**src/rtl/tx_ffe_coef_responder.sv**
```systemverilog
// TX FFE coefficient responder: the TX end of the coefficient back-channel.
// It takes per-tap inc/dec/hold requests, applies them to the FFE tap weights
// within the per-tap and total-swing limits, and reports per-tap status over
// a level handshake.
// Optional build macro TX_FFE_PRESET_EN adds an i_preset input that reloads
// the initial coefficients from IDLE.
module tx_ffe_coef_responder #(
    parameter int Ntap     = 3,
    parameter int Mtap     = 1,
    parameter int Ncoef    = 7,
    parameter int STEP     = 1,
    parameter int CSUM_MAX = 31,
    parameter int MAIN_MIN = 10
) (
    input  logic                   i_clk,
    input  logic                   i_rst,
`ifdef TX_FFE_PRESET_EN
    input  logic                   i_preset,
`endif
    input  logic                   i_req_valid,
    input  logic [2*Ntap-1:0]      i_req,
    output logic                   o_ack,
    output logic [2*Ntap-1:0]      o_stat,
    output logic [Ncoef*Ntap-1:0]  o_coef,
    output logic                   o_busy
);

    // One extra bit for candidates so that limit checks cannot wrap
    localparam int W       = Ncoef + 1;
    localparam int SW      = Ncoef + $clog2(Ntap);
    localparam int NEG_MAX = -CSUM_MAX;

    localparam logic signed [W-1:0]     MAIN_HI    = W'(CSUM_MAX);
    localparam logic signed [W-1:0]     MAIN_LO    = W'(MAIN_MIN);
    localparam logic signed [W-1:0]     SIDE_HI    = '0;
    localparam logic signed [W-1:0]     SIDE_LO    = W'(NEG_MAX);
    localparam logic signed [W-1:0]     STEP_W     = W'(STEP);
    localparam logic [SW-1:0]           CSUM_W     = SW'(CSUM_MAX);
    localparam logic signed [Ncoef-1:0] RESET_MAIN = Ncoef'(CSUM_MAX);

    typedef enum logic [1:0] {S_IDLE, S_UPDATE, S_ACK} state_t;

    state_t                  r_state;
    state_t                  w_next;
    logic signed [Ncoef-1:0] r_coef     [Ntap];
    logic [1:0]              r_stat     [Ntap];
    logic [1:0]              r_req      [Ntap];
    logic signed [Ncoef-1:0] w_rstCoef  [Ntap];
    logic signed [W-1:0]     w_curExt   [Ntap];
    logic signed [W-1:0]     w_cand     [Ntap];
    logic [W-1:0]            w_mag      [Ntap];
    logic                    w_isInc    [Ntap];
    logic                    w_isDec    [Ntap];
    logic                    w_atLim    [Ntap];
    logic [1:0]              w_stat     [Ntap];
    logic [SW-1:0]           w_sum;
    logic                    w_reject;
    logic                    w_anyActive;

    // Initial coefficient set: full swing on the main tap, all others zero
    always_comb begin
        for (int k = 0; k < Ntap; k++) begin
            w_rstCoef[k] = (k == Mtap) ? RESET_MAIN : '0;
        end
    end

    // A live request needs at least one tap asking for inc or dec
    always_comb begin
        w_anyActive = 1'b0;
        for (int k = 0; k < Ntap; k++) begin
            if (i_req[2*k +: 2] == 2'b01 || i_req[2*k +: 2] == 2'b10) begin
                w_anyActive = 1'b1;
            end
        end
    end

    // Candidate tap set, total swing and per-tap status from the latched request
    always_comb begin
        w_sum = '0;
        for (int k = 0; k < Ntap; k++) begin
            w_isInc[k]  = (r_req[k] == 2'b01);
            w_isDec[k]  = (r_req[k] == 2'b10);
            w_curExt[k] = {r_coef[k][Ncoef-1], r_coef[k]};
            w_atLim[k]  = (w_isInc[k] && ((w_curExt[k] + STEP_W) >
                                          ((k == Mtap) ? MAIN_HI : SIDE_HI))) ||
                          (w_isDec[k] && ((w_curExt[k] - STEP_W) <
                                          ((k == Mtap) ? MAIN_LO : SIDE_LO)));
            w_cand[k] = w_curExt[k];
            if (w_isInc[k] && !w_atLim[k]) begin
                w_cand[k] = w_curExt[k] + STEP_W;
            end else if (w_isDec[k] && !w_atLim[k]) begin
                w_cand[k] = w_curExt[k] - STEP_W;
            end
            w_mag[k] = w_cand[k][W-1] ? W'(-w_cand[k]) : w_cand[k];
            w_sum    = w_sum + SW'(w_mag[k]);
        end
        w_reject = (w_sum > CSUM_W) || (w_cand[Mtap] < MAIN_LO);
        for (int k = 0; k < Ntap; k++) begin
            w_stat[k] = 2'b00;
            if (w_isInc[k] || w_isDec[k]) begin
                if (w_reject || w_atLim[k]) begin
                    w_stat[k] = w_isInc[k] ? 2'b11 : 2'b10;
                end else begin
                    w_stat[k] = 2'b01;
                end
            end
        end
    end

    // Handshake state register
    always_ff @(posedge i_clk) begin
        if (i_rst) begin
            r_state <= S_IDLE;
        end else begin
            r_state <= w_next;
        end
    end

    // Next state: request -> one update cycle -> hold ack until request released
    always_comb begin
        w_next = r_state;
        case (r_state)
            S_IDLE: begin
`ifdef TX_FFE_PRESET_EN
                if (i_preset) begin
                    w_next = S_ACK;
                end else
`endif
                if (i_req_valid && w_anyActive) begin
                    w_next = S_UPDATE;
                end
            end
            S_UPDATE: w_next = S_ACK;
            S_ACK: begin
                if (!i_req_valid || !w_anyActive) begin
                    w_next = S_IDLE;
                end
            end
            default: w_next = S_IDLE;
        endcase
    end

    // Latch the request, commit all taps together, clear status on release
    always_ff @(posedge i_clk) begin
        if (i_rst) begin
            for (int k = 0; k < Ntap; k++) begin
                r_coef[k] <= w_rstCoef[k];
                r_stat[k] <= 2'b00;
                r_req[k]  <= 2'b00;
            end
        end else begin
            case (r_state)
                S_IDLE: begin
`ifdef TX_FFE_PRESET_EN
                    if (i_preset) begin
                        for (int k = 0; k < Ntap; k++) begin
                            r_coef[k] <= w_rstCoef[k];
                            r_stat[k] <= (r_coef[k] != w_rstCoef[k]) ? 2'b01 : 2'b00;
                        end
                    end else
`endif
                    if (i_req_valid && w_anyActive) begin
                        for (int k = 0; k < Ntap; k++) begin
                            r_req[k] <= i_req[2*k +: 2];
                        end
                    end
                end
                S_UPDATE: begin
                    for (int k = 0; k < Ntap; k++) begin
                        r_stat[k] <= w_stat[k];
                        if (!w_reject) begin
                            r_coef[k] <= w_cand[k][Ncoef-1:0];
                        end
                    end
                end
                S_ACK: begin
                    if (w_next == S_IDLE) begin
                        for (int k = 0; k < Ntap; k++) begin
                            r_stat[k] <= 2'b00;
                        end
                    end
                end
                default: ;
            endcase
        end
    end

    // Pack per-tap registers onto the output buses and derive handshake flags
    always_comb begin
        o_coef = '0;
        o_stat = '0;
        for (int k = 0; k < Ntap; k++) begin
            o_coef[k*Ncoef +: Ncoef] = r_coef[k];
            o_stat[2*k +: 2]         = r_stat[k];
        end
        o_ack  = (r_state == S_ACK);
        o_busy = (r_state == S_UPDATE) || (r_state == S_ACK);
    end

endmodule
```
**config.mk**
```make
export PLATFORM = sky130hd
export DESIGN_NAME = tx_ffe_coef_responder
export DESIGN_NICKNAME = d
export VERILOG_FILES = /design/src/rtl/tx_ffe_coef_responder.sv
export SDC_FILE = /design/constraint.sdc
export NUM_CORES = 1
export LEC_CHECK = 0
export ABC_CLOCK_PERIOD_IN_PS = 9000
export CORE_MARGIN = 2
export CORE_UTILIZATION = 28
export DETAILED_ROUTE_END_ITERATION = 8
export GPL_ROUTABILITY_DRIVEN = 0
export PLACE_DENSITY = 0.42
export SETUP_SLACK_MARGIN = 0.2
export SYNTH_ARGS = -nofsm -noshare
export SYNTH_HDL_FRONTEND = slang
export SYNTH_SLANG_ARGS = --single-unit
```
**constraint.sdc**
```tcl
create_clock -name i_clk -period 9 [get_ports i_clk]
set_input_delay 1.35 -clock i_clk [delete_from_list [all_inputs] [get_ports i_clk]]
set_output_delay 1.35 -clock i_clk [all_outputs]
set_load 0.02 [all_outputs]
```
==> results.toml, run 1 <==
[worst_setup_path]
timing.rr.start = "r_coef[0][15]"
worstReg2RegEnd = "r_coef[0][15]"
endpoint = "r_coef[0][15]"
critical_path_arrival_ns = 7.07
worst_r2r_path_depth = 23
rrSetupSlack_ns = 1.82
setup.worst_path.start_class = "flip-flop"
required_ns = 8.90
worst-path-max-fanout = 21
end_kind = "flip-flop"
critical_path_start = "r_coef[0][15]"
timing_worst_setup_path_type = "flip-flop to flip-flop"

[logic_synthesis]
synth-seq-area-share_pct = 26.2
post_synth.cell_area_avg_um2 = 8.63
synthesized_area_fraction_occupied_by_xor_and_xnor_cells_pct = 7.10
async_reset_ff_share_pct = 0
synth_enable_flop_cells = 33
main_area_contributors_after_synthesis = "edfxtp_1, ha_1, nor2_1, fa_1, nand2_1"
syn_area_mm2 = 0.00393
dominantRegCellSynth = "edfxtp_1"
synth.top_cell.area_share_pct = 25.2
ys_warn_count = 0
muxShareOfSynthArea_pct = 1.27
synth_fa_ha_area_share_pct = 13.3
basic_gate_share_of_the_synthesized_area_counting_and_or_nand_and_nor_cells_pct = 22.6
combinational_family_with_the_most_area_after_synthesis = "compound AO/OA/AOI/OAI gates"
cell_type_with_the_largest_total_area_after_synthesis = "edfxtp_1"
yosysMostFrequentCell = "nor2_1"
synth-compound-area-share_pct = 23.9
netlist-cell-type-count = 80
synthTopCellsByCount = "nor2_1, nand2_1, inv_1"
synthCells = 455
ys_ff_latch = 35

[floorplan]
die_ar_mm2 = 0.0150
die_width_um = 122
core_area_mm2 = 0.0138
floorplan.io_pins = 38
initial_util_pct = 28.5
die_ht_um = 122
num_rows = 43

[timing]
timing.final.max_slew_violations = 0
timing.final.hold_violations = 0
rsz_0062_raised_after_global_routing = "false"
timing.final.crit_share_pct = 79.7
fin_skew_ns = 0.00428
timing.final.setup_violations = 0
relSlewSlack_pct = 37.1
setup_tns_ns = 0
period_needed_ns = 7.18
timing_worst_slew_pin_value_ns = 0.943
timing.fmax_ghz = 0.139

[global_route]
first_pass_grt_wire_length_um = 17500
grt.total_usage_pct = 14.5
vias_in_the_first_global_route = 3415
grt_remaining_overflow = 0
pin_count_of_the_biggest_net_entering_global_routing = 22
antenna_violations_before_repair = 0

[routing]
count_of_vias_placed_by_the_detailed_router = 3443
remaining_drc_errors = 0
vias_per_cell = 5.15
wl_per_cell_um = 15.6
antenna_violating_nets_post_route = 0
drt-pass1-iter-count = 5
detailedRoute.firstIterationViolations = 302
drt-total-wl_um = 10400

[cts]
count_of_cells_resized_by_post_cts_repair = 0
ctsHoldBuffers = 0
post_cts.repair.setup_buffers = 0
cts_made_buffers = 5
clock_insertion_delay_worst_skew_ns = 0.27
tritoncts_clock_tree = "done"
tritoncts_num_sinks = 35
root_buf_cell = "clkbuf_16"
cts-htree-levels = 2
clock_tree.buffer_depth = 2
clk_transition_reported_paths_ns = 0.05

[cells_and_area]
antenna_cells = 0
design.final.nets = 533
layout-area-overhead-vs-synth_pct = 17.3
final_cell_area_mm2 = 0.00461
proportion_of_layout_cells_with_a_drive_suffix_above_1_pct = 6.97

[placed_design]
port_buffers = 37
dpl-instance-area_mm2 = 0.00446
place.detailed.hpwl_um = 8030

[power_and_ir_drop]
post-layout-total-power_uw = 752
power_per_cell_area_mw_per_mm2 = 163
power.static_leakage_nw = 1.78
ir_worst_vdd_mv = 0.0880

[run_status]
outcome = "completed"

[worst_hold_path]
holdCritPathClass = "flip-flop to flip-flop"

[run]
drv_cap = 0
[critical path, stage by stage (launching register included)]
cell	delay (ns)
edfxtp_1	0.52
inv_1	0.17
ha_1	0.25
or3b_1	0.42
nor4_2	0.19
o32ai_1	0.21
or3_4	0.40
a21boi_4	0.29
a31oi_1	0.12
o21ai_0	0.31
ha_1	0.24
nor2_1	0.06
xor2_1	0.18
fa_1	0.60
inv_1	0.06
ha_1	0.28
a21o_1	0.15
a21o_1	0.17
a21oi_1	0.15
nor2b_1	0.08
o41a_1	0.40
nor4b_4	0.51
o31a_1	0.27
a21o_1	0.76
[cell families after synthesis]
family,after synthesis
mux,5
compound gates,124
other cells,1
simple gates,169
xor+xnor,31
buf+inv,53
fa+ha+maj,37
flops,35
[flip-flops by register name, summed over array words and instances, names as in the netlist]
name,flops
r_stat,6
r_state,2
r_coef,21
r_req,6
[where the power goes]
group	internal, mW	switching (mW)	total, mW
logic	0.158	0.209	0.367
clock network	0.110	0.0617	0.171
registers	0.194	0.0191	0.213
[area by class of cell]
class	instances	area, µm²
clock buffer	7	143
clock inverter	1	5.00
fill	1514	9170
inverter	39	146
multi-input combinational	369	2690
sequential	35	1030
tap	180	225
timing repair buffer	37	370
[cells in the final DEF, fill, tap and decap left out, types with 9 or more instances in the layout]
cell	instances
nand3_1	9
inv_1	39
edfxtp_1	33
a21oi_1	16
clkdlybuf4s50_1	37
xnor2_1	15
nand2_1	42
nor2_1	44
xor2_1	15
o21ai_0	20
ha_1	29
[stage by stage]
stage               hold slack (ns)  std cells  setup slack [ns]  utilization (%)
finish                        0.563        668              1.82             33.5
detailed placement            0.552        660              1.80             32.4
global route                  0.618        668              1.23             33.5
global placement              0.549        660              2.00             32.4
CTS                           0.561        668              1.78             33.5
floorplan                     0.503        457              2.59                -
[per-layer routing]
layer | routed length, µm | track usage, %
met1 | 5060 | 20.2
met2 | 4860 | 23.6
met3 | 400 | 2.28
met4 | 87 | 3.59
met5 | 0 | 0
[worst min path at each step]
| stage | startpoint | cells after the start | slack [ns] | to |
|---|---|---|---|---|
| finish | r_state[0] | 2 | 0.56 | r_state[0] |
| global route | r_state[0] | 2 | 0.62 | r_state[0] |
| CTS | r_state[0] | 2 | 0.56 | r_state[0] |
| detailed placement | r_state[0] | 2 | 0.55 | r_state[0] |
| global placement | r_state[0] | 2 | 0.55 | r_state[0] |
| floorplan | r_state[0] | 2 | 0.50 | r_state[0] |
Power figures use the tool's default switching activity.
==> run 2: changes to the inputs <==
--- a/config.mk
+++ b/config.mk
@@ -5,7 +5,7 @@
 export SDC_FILE = /design/constraint.sdc
 export NUM_CORES = 1
 export LEC_CHECK = 0
-export ABC_CLOCK_PERIOD_IN_PS = 9000
+export ABC_CLOCK_PERIOD_IN_PS = 6700
 export CORE_MARGIN = 2
 export CORE_UTILIZATION = 28
 export DETAILED_ROUTE_END_ITERATION = 8
==> constraint.sdc (replaced) <==
create_clock -name i_clk -period 6.7 [get_ports i_clk]
set_input_delay 1.005 -clock i_clk [delete_from_list [all_inputs] [get_ports i_clk]]
set_output_delay 1.005 -clock i_clk [all_outputs]
set_load 0.02 [all_outputs]
==> run 2 against run 1 <==
  * Clock power is 35% higher
  * Fmax is 20% higher
  * Combinational power is 39% higher
  * Core utilization is 0.81 points higher
  * Hold slack worse by 0.0035 ns
  * Die area stayed put
  * Clock-buffer cell count stayed put
  * Wire length is 0.81% lower
  * Final area is 2.4% higher
  * Cell count is 1.3% higher
  * First-iteration DRC count is 19% lower
  * Critical endpoint is now r_coef[0][20]
  * Largest power group unchanged
==> results.toml, run 2 (synthesized netlist as in run 1, its figures left out) <==
[worst_setup_path]
max_stage_delay_ns = 0.60
path_cells = "inv_1 -> ha_1 -> or3b_1 -> nor4_4 -> o32ai_2 -> or3_4 -> a21boi_4 -> and2_4 -> xnor2_2 -> ha_1 -> nor2_1 -> xor2_1 -> fa_1 -> inv_1 -> ha_1 -> a21o_1 -> a21o_1 -> a21oi_1 -> nor2b_1 -> o41a_1 -> nor4b_4 -> o31a_1 -> a21o_1 -> buf_12"
end_kind = "flip-flop"
worst_r2r_path_depth = 24
required_ns = 6.68
worst-path-max-fanout = 21
worst_path_dominant_cell_family = "compound AO/OA/AOI/OAI gates"
timing.critical_path.depth = 24
setup.worst_path.start_class = "flip-flop"
timing.rr.start = "r_coef[0][15]"
timing_worst_setup_path_type = "flip-flop to flip-flop"
rrSetupSlack_ns = 0.72
critical_path.slowest_cell = "fa_1"
worstReg2RegEnd = "r_coef[0][20]"
worst-path-buf-inv = 3
critical_path_arrival_ns = 5.97

[floorplan]
num_rows = 43
floorplan.io_pins = 38
die_ar_mm2 = 0.0150
initial_util_pct = 28.5
core_area_mm2 = 0.0138
die_ht_um = 122
die_width_um = 122

[cells_and_area]
final-instance-count-excl-fill = 677
top_regs = "r_coef x21, r_req x6, r_stat x6"
fillers = 1484
regArea_mm2 = 0.00103
design.final.nets = 542
layout-area-overhead-vs-synth_pct = 20.1
register_name_with_the_most_flops = "r_coef"
multi_input_logic_area_mm2 = 0.00272
antenna_cells = 0
mostFrequentLayoutCells = "nor2_1, nand2_1, inv_1"
proportion_of_layout_cells_with_a_drive_suffix_above_1_pct = 9.26
largest_register_ffs = 21
mostFrequentLayoutCell = "nor2_1"

[routing]
antenna_violating_nets_post_route = 0
remaining_drc_errors = 0
drt-total-wl_um = 10300
detailedRoute.firstIterationViolations = 246
vias_per_cell = 5.12
count_of_vias_placed_by_the_detailed_router = 3463
wl_per_cell_um = 15.2
drt-pass1-iter-count = 4

[timing]
relSlewSlack_pct = 46.4
period_needed_ns = 5.98
setup_tns_ns = 0
setup_slack_ns = 0.715
timing.final.crit_share_pct = 89.3
timing.fmax_ghz = 0.167
fin_skew_ns = 0.00346
timing.final.max_slew_violations = 0
timing.final.hold_violations = 0
timing.final.setup_violations = 0
rsz_0062_raised_after_global_routing = "false"
timing_worst_slew_pin_value_ns = 0.804

[worst_hold_path]
holdCritPathClass = "flip-flop to flip-flop"
hp-start = "r_state[0]"
hold_path_depth = 2
hold_path_endpoint = "r_state[0]"

[global_route]
grt_remaining_overflow = 0
pin_count_of_the_biggest_net_entering_global_routing = 22
first_pass_grt_wire_length_um = 17500
vias_in_the_first_global_route = 3422
antenna_violations_before_repair = 0
grt.total_usage_pct = 14.7

[cts]
tritoncts_num_sinks = 35
root_buf_cell = "clkbuf_16"
cts_made_buffers = 5
cts-htree-levels = 2
clock_tree.buffer_depth = 2
clk_transition_reported_paths_ns = 0.05
clock_insertion_delay_worst_skew_ns = 0.28
tritoncts_clock_tree = "done"

[placed_design]
port_buffers = 37
place.detailed.hpwl_um = 7870
dp_worst_setup_slack_ns = 0.575
place_inst = 666

[power_and_ir_drop]
ir_worst_vdd_mv = 0.0993
power_per_cell_area_mw_per_mm2 = 217
power.static_leakage_nw = 1.85

[run]
drv_cap = 0

[run_status]
outcome = "completed"
==> run 2: cell count changes in the layout (fill, tap and decap cells not counted), sizes merged <==
| cell | previous run | this run |
|---|---|---|
| buf | 0 | 9 |
==> run 2: stage by stage <==
stage / hold slack (ns) / total power, mW / util [%] / area (µm²)
after floorplan: 0.503 / 0.666 / - / 3940
after global placement: 0.541 / 0.797 / 32.8 / 4520
after detailed placement: 0.549 / 0.792 / 32.8 / 4520
after CTS: 0.559 / 1.03 / 33.9 / 4660
after global routing: 0.617 / 1.12 / 34.3 / 4720
final: 0.560 / 1.02 / 34.3 / 4720
==> run 2: per-layer routing <==
metal / wire length [µm] / GRT usage, % / vias to the layer above
met3: 341 / 1.95 / 9
li1: - / - / 1740
met5: 0 / 0 / -
met1: 5120 / 20.7 / 1645
met4: 118 / 3.88 / 0
met2: 4740 / 23.5 / 69
==> run 2: power by group <==
group	total (mW)	internal, mW	leakage, nW	switching (mW)
Clock	0.231	0.147	0.0716	0.0842
Sequential	0.284	0.260	0.344	0.0239
Combinational	0.509	0.225	1.44	0.285
Total	1.02	0.632	1.85	0.393
==> run 2: worst min-delay path, cell delays in order, from the launching register on <==
cell and delay (ns):
dfxtp_1 0.36, nand3_1 0.09, a211oi_1 0.06
==> run 2: how the worst max path moves through the flow <==
| stage | from | endpoint |
|---|---|---|
| 6_report | r_coef[0][15] | r_coef[0][20] |
| 5_1_grt | r_coef[0][15] | r_coef[0][10] |
| 4_1_cts | r_coef[0][15] | r_coef[0][18] |
| 3_5_place_dp | r_coef[0][15] | r_coef[0][15] |
| 3_3_place_gp | r_coef[0][15] | r_coef[0][1] |
| 2_1_floorplan | r_coef[0][14] | r_coef[0][0] |
==> run 2: layout make-up <==
type                            instances  share of cell area [%]
Multi-Input combinational cell        369                    57.6
Sequential cell                        35                    21.8
Timing Repair Buffer                   46                    9.54
Tap cell                              180                    4.77
Inverter                               39                    3.10
Clock buffer                            7                    3.02
Clock inverter                          1                  0.0795
==> run 2: repair_timing <==
| item | CTS | global route |
|---|---|---|
| resized for setup | 0 | 6 |
| setup buffers | 0 | 3 |
| setup endpoints to repair | 0 | 43 |
| hold buffers | 0 | 0 |
| endpoints found under the hold margin | 0 | 0 |
==> RTL edit, RTL diff (settings of run 2) <==
Set the parameter `Ntap` to 6 (it was 3).
--- a/src/rtl/tx_ffe_coef_responder.sv
+++ b/src/rtl/tx_ffe_coef_responder.sv
@@ -5,7 +5,7 @@
 // Optional build macro TX_FFE_PRESET_EN adds an i_preset input that reloads
 // the initial coefficients from IDLE.
 module tx_ffe_coef_responder #(
-    parameter int Ntap     = 3,
+    parameter int Ntap     = 6,
     parameter int Mtap     = 1,
     parameter int Ncoef    = 7,
     parameter int STEP     = 1,
Interface: changed (resized i_req, o_coef and o_stat); port bits go from 38 to 71. No check against the original RTL was run, so the function may have changed too.
==> RTL edit against run 2 <==
Die area is 100% higher. Design area grew to 2.7 times the old value. First-iteration DRC count is 100% higher. Sequential share of layout area is 5.9 points lower. Critical path type unchanged. Synthesized area is 110% higher. Routed wire length grew to 2.6 times the old value. Sequential cell count is 33 higher. Fmax is 8.6% lower. Setup slack worse by 0.56 ns. Synthesized cell count is 100% higher. Critical path depth is 3 higher.
Power is not shown: default switching activity piles up to over one toggle a cycle in this logic, so the estimate is an artifact.
==> RTL edit: results (changes against run 2) <==
nets: 1311  # was 542
synth_xor_xnor_area_share_pct: 7.849  # was 7.102%
crit_family: "adder cells"  # was compound AO/OA/AOI/OAI gates
synthAdderAreaFrac_pct: 14.99  # was 13.31%
ys_seq_area_share_pct: 24.82  # was 26.24%
slowest_delay_ns: 0.53  # was 0.60 ns
seq_area_um2: 2022  # was 1031 um^2
grt_util_all_layers_pct: 17.33  # was 14.67%
vias: 7775  # was 3463
drt_first_iter_violations: 501  # was 246
dr.pass1.iters: 5  # was 4
finClkSkew_ns: 0.009975  # was 0.003465 ns
synth_compound_area_share_pct: 19.09  # was 23.85%
synth_commonest_cells: "86 x inv_1, 69 x nand2_1, 66 x edfxtp_1"  # was 44 x nor2_1, 42 x nand2_1, 39 x inv_1
ys_types: 100  # was 80
muxShareOfSynthArea_pct: 1.290  # was 1.274%
drt-met1-wl_mm: 12.96  # was 5.120 mm
outcome: "finished, final reports clean"  # unchanged
multi_input_area_share_pct: 52.08  # was 57.64%
insertion_delay_ns: 0.35  # was 0.28 ns
nonClkBufAreaFrac_pct: 23.31  # was 9.544%
drt_wl_total_mm: 26.84  # was 10.32 mm
dp_hpwl_mm: 20.72  # was 7.872 mm
met2_usage_pct: 28.37  # was 23.54%
drive_gt1_share_pct: 40.92  # was 9.256%
fillers: 2850  # was 1484
grtUsageMet1_pct: 24.47  # was 20.70%
nClkBuffers: 10  # was 7
grt_pass1_wl_mm: 41.77  # was 17.48 mm
cts_buffers: 9  # was 5
nNonClkInverters: 86  # was 39
grtUsageMet3_pct: 1.815  # was 1.952%
worst-path-max-fanout: 4  # was 21
comb.multi_input.count: 718  # was 369
ys_seq_elements: 68  # was 35
htree_levels: 3  # was 2
portBuffers: 70  # was 37
grt_max_degree: 15  # was 22
wl_met3_um: 735  # was 341 um
synth-edff-count: 66  # was 33
-- RTL edit: changes by cell type after synthesis, moves of 16 or more --
cell,before,now
nor2_1,44,60
ha_1,29,48
edfxtp_1,33,66
a21oi_1,16,36
nor2_4,0,27
xnor2_1,15,55
fa_1,8,31
inv_1,39,86
nor3_1,6,26
nand2_1,42,69
-- RTL edit: timing repair --
action	4_1_cts	5_1_grt
setup endpoints to repair	95	96
buffers inserted	27	16
pin swaps	23	47
cloned	2	4
gates resized for setup	71	111
-- RTL edit: final timing paths --
path                                   start           end  slack (ns)  cells after the start
worst max-delay path            r_coef[3][1]  r_coef[1][6]        0.15                     27
worst min-delay path              r_state[1]    r_state[1]        0.59                      2
worst max register to register  r_coef[3][1]  r_coef[1][6]        0.15                     27
worst min register to register    r_state[1]    r_state[1]        0.59                      2
-- RTL edit: worst reg2reg max path, stage by stage, from the launching register on --
cell	delay (ns)
edfxtp_1	0.45
or3_4	0.44
o311a_1	0.35
o21ai_2	0.16
and3_4	0.25
o21ai_4	0.08
xnor2_2	0.14
ha_2	0.20
buf_4	0.13
o311ai_2	0.07
nand2_1	0.12
xnor2_1	0.14
buf_4	0.14
fa_1	0.53
fa_1	0.50
inv_1	0.05
fa_1	0.49
inv_2	0.05
ha_4	0.21
nor2b_4	0.12
o21a_1	0.20
or3_1	0.30
a211o_1	0.30
nor4_4	0.16
a21boi_4	0.23
a21o_4	0.18
buf_6	0.14
clkbuf_16	0.14
-- RTL edit: metrics by stage --
step           instance area [um^2]  instances  setup WS (ns)
2_1_floorplan                  8426        913        -0.1410
3_3_place_gp                  11010       1541       -0.08930
3_5_place_dp                  11010       1541       -0.08012
4_1_cts                       11920       1586        0.09495
5_1_grt                       12680       1606        -0.1668
6_report                      12680       1606         0.1506
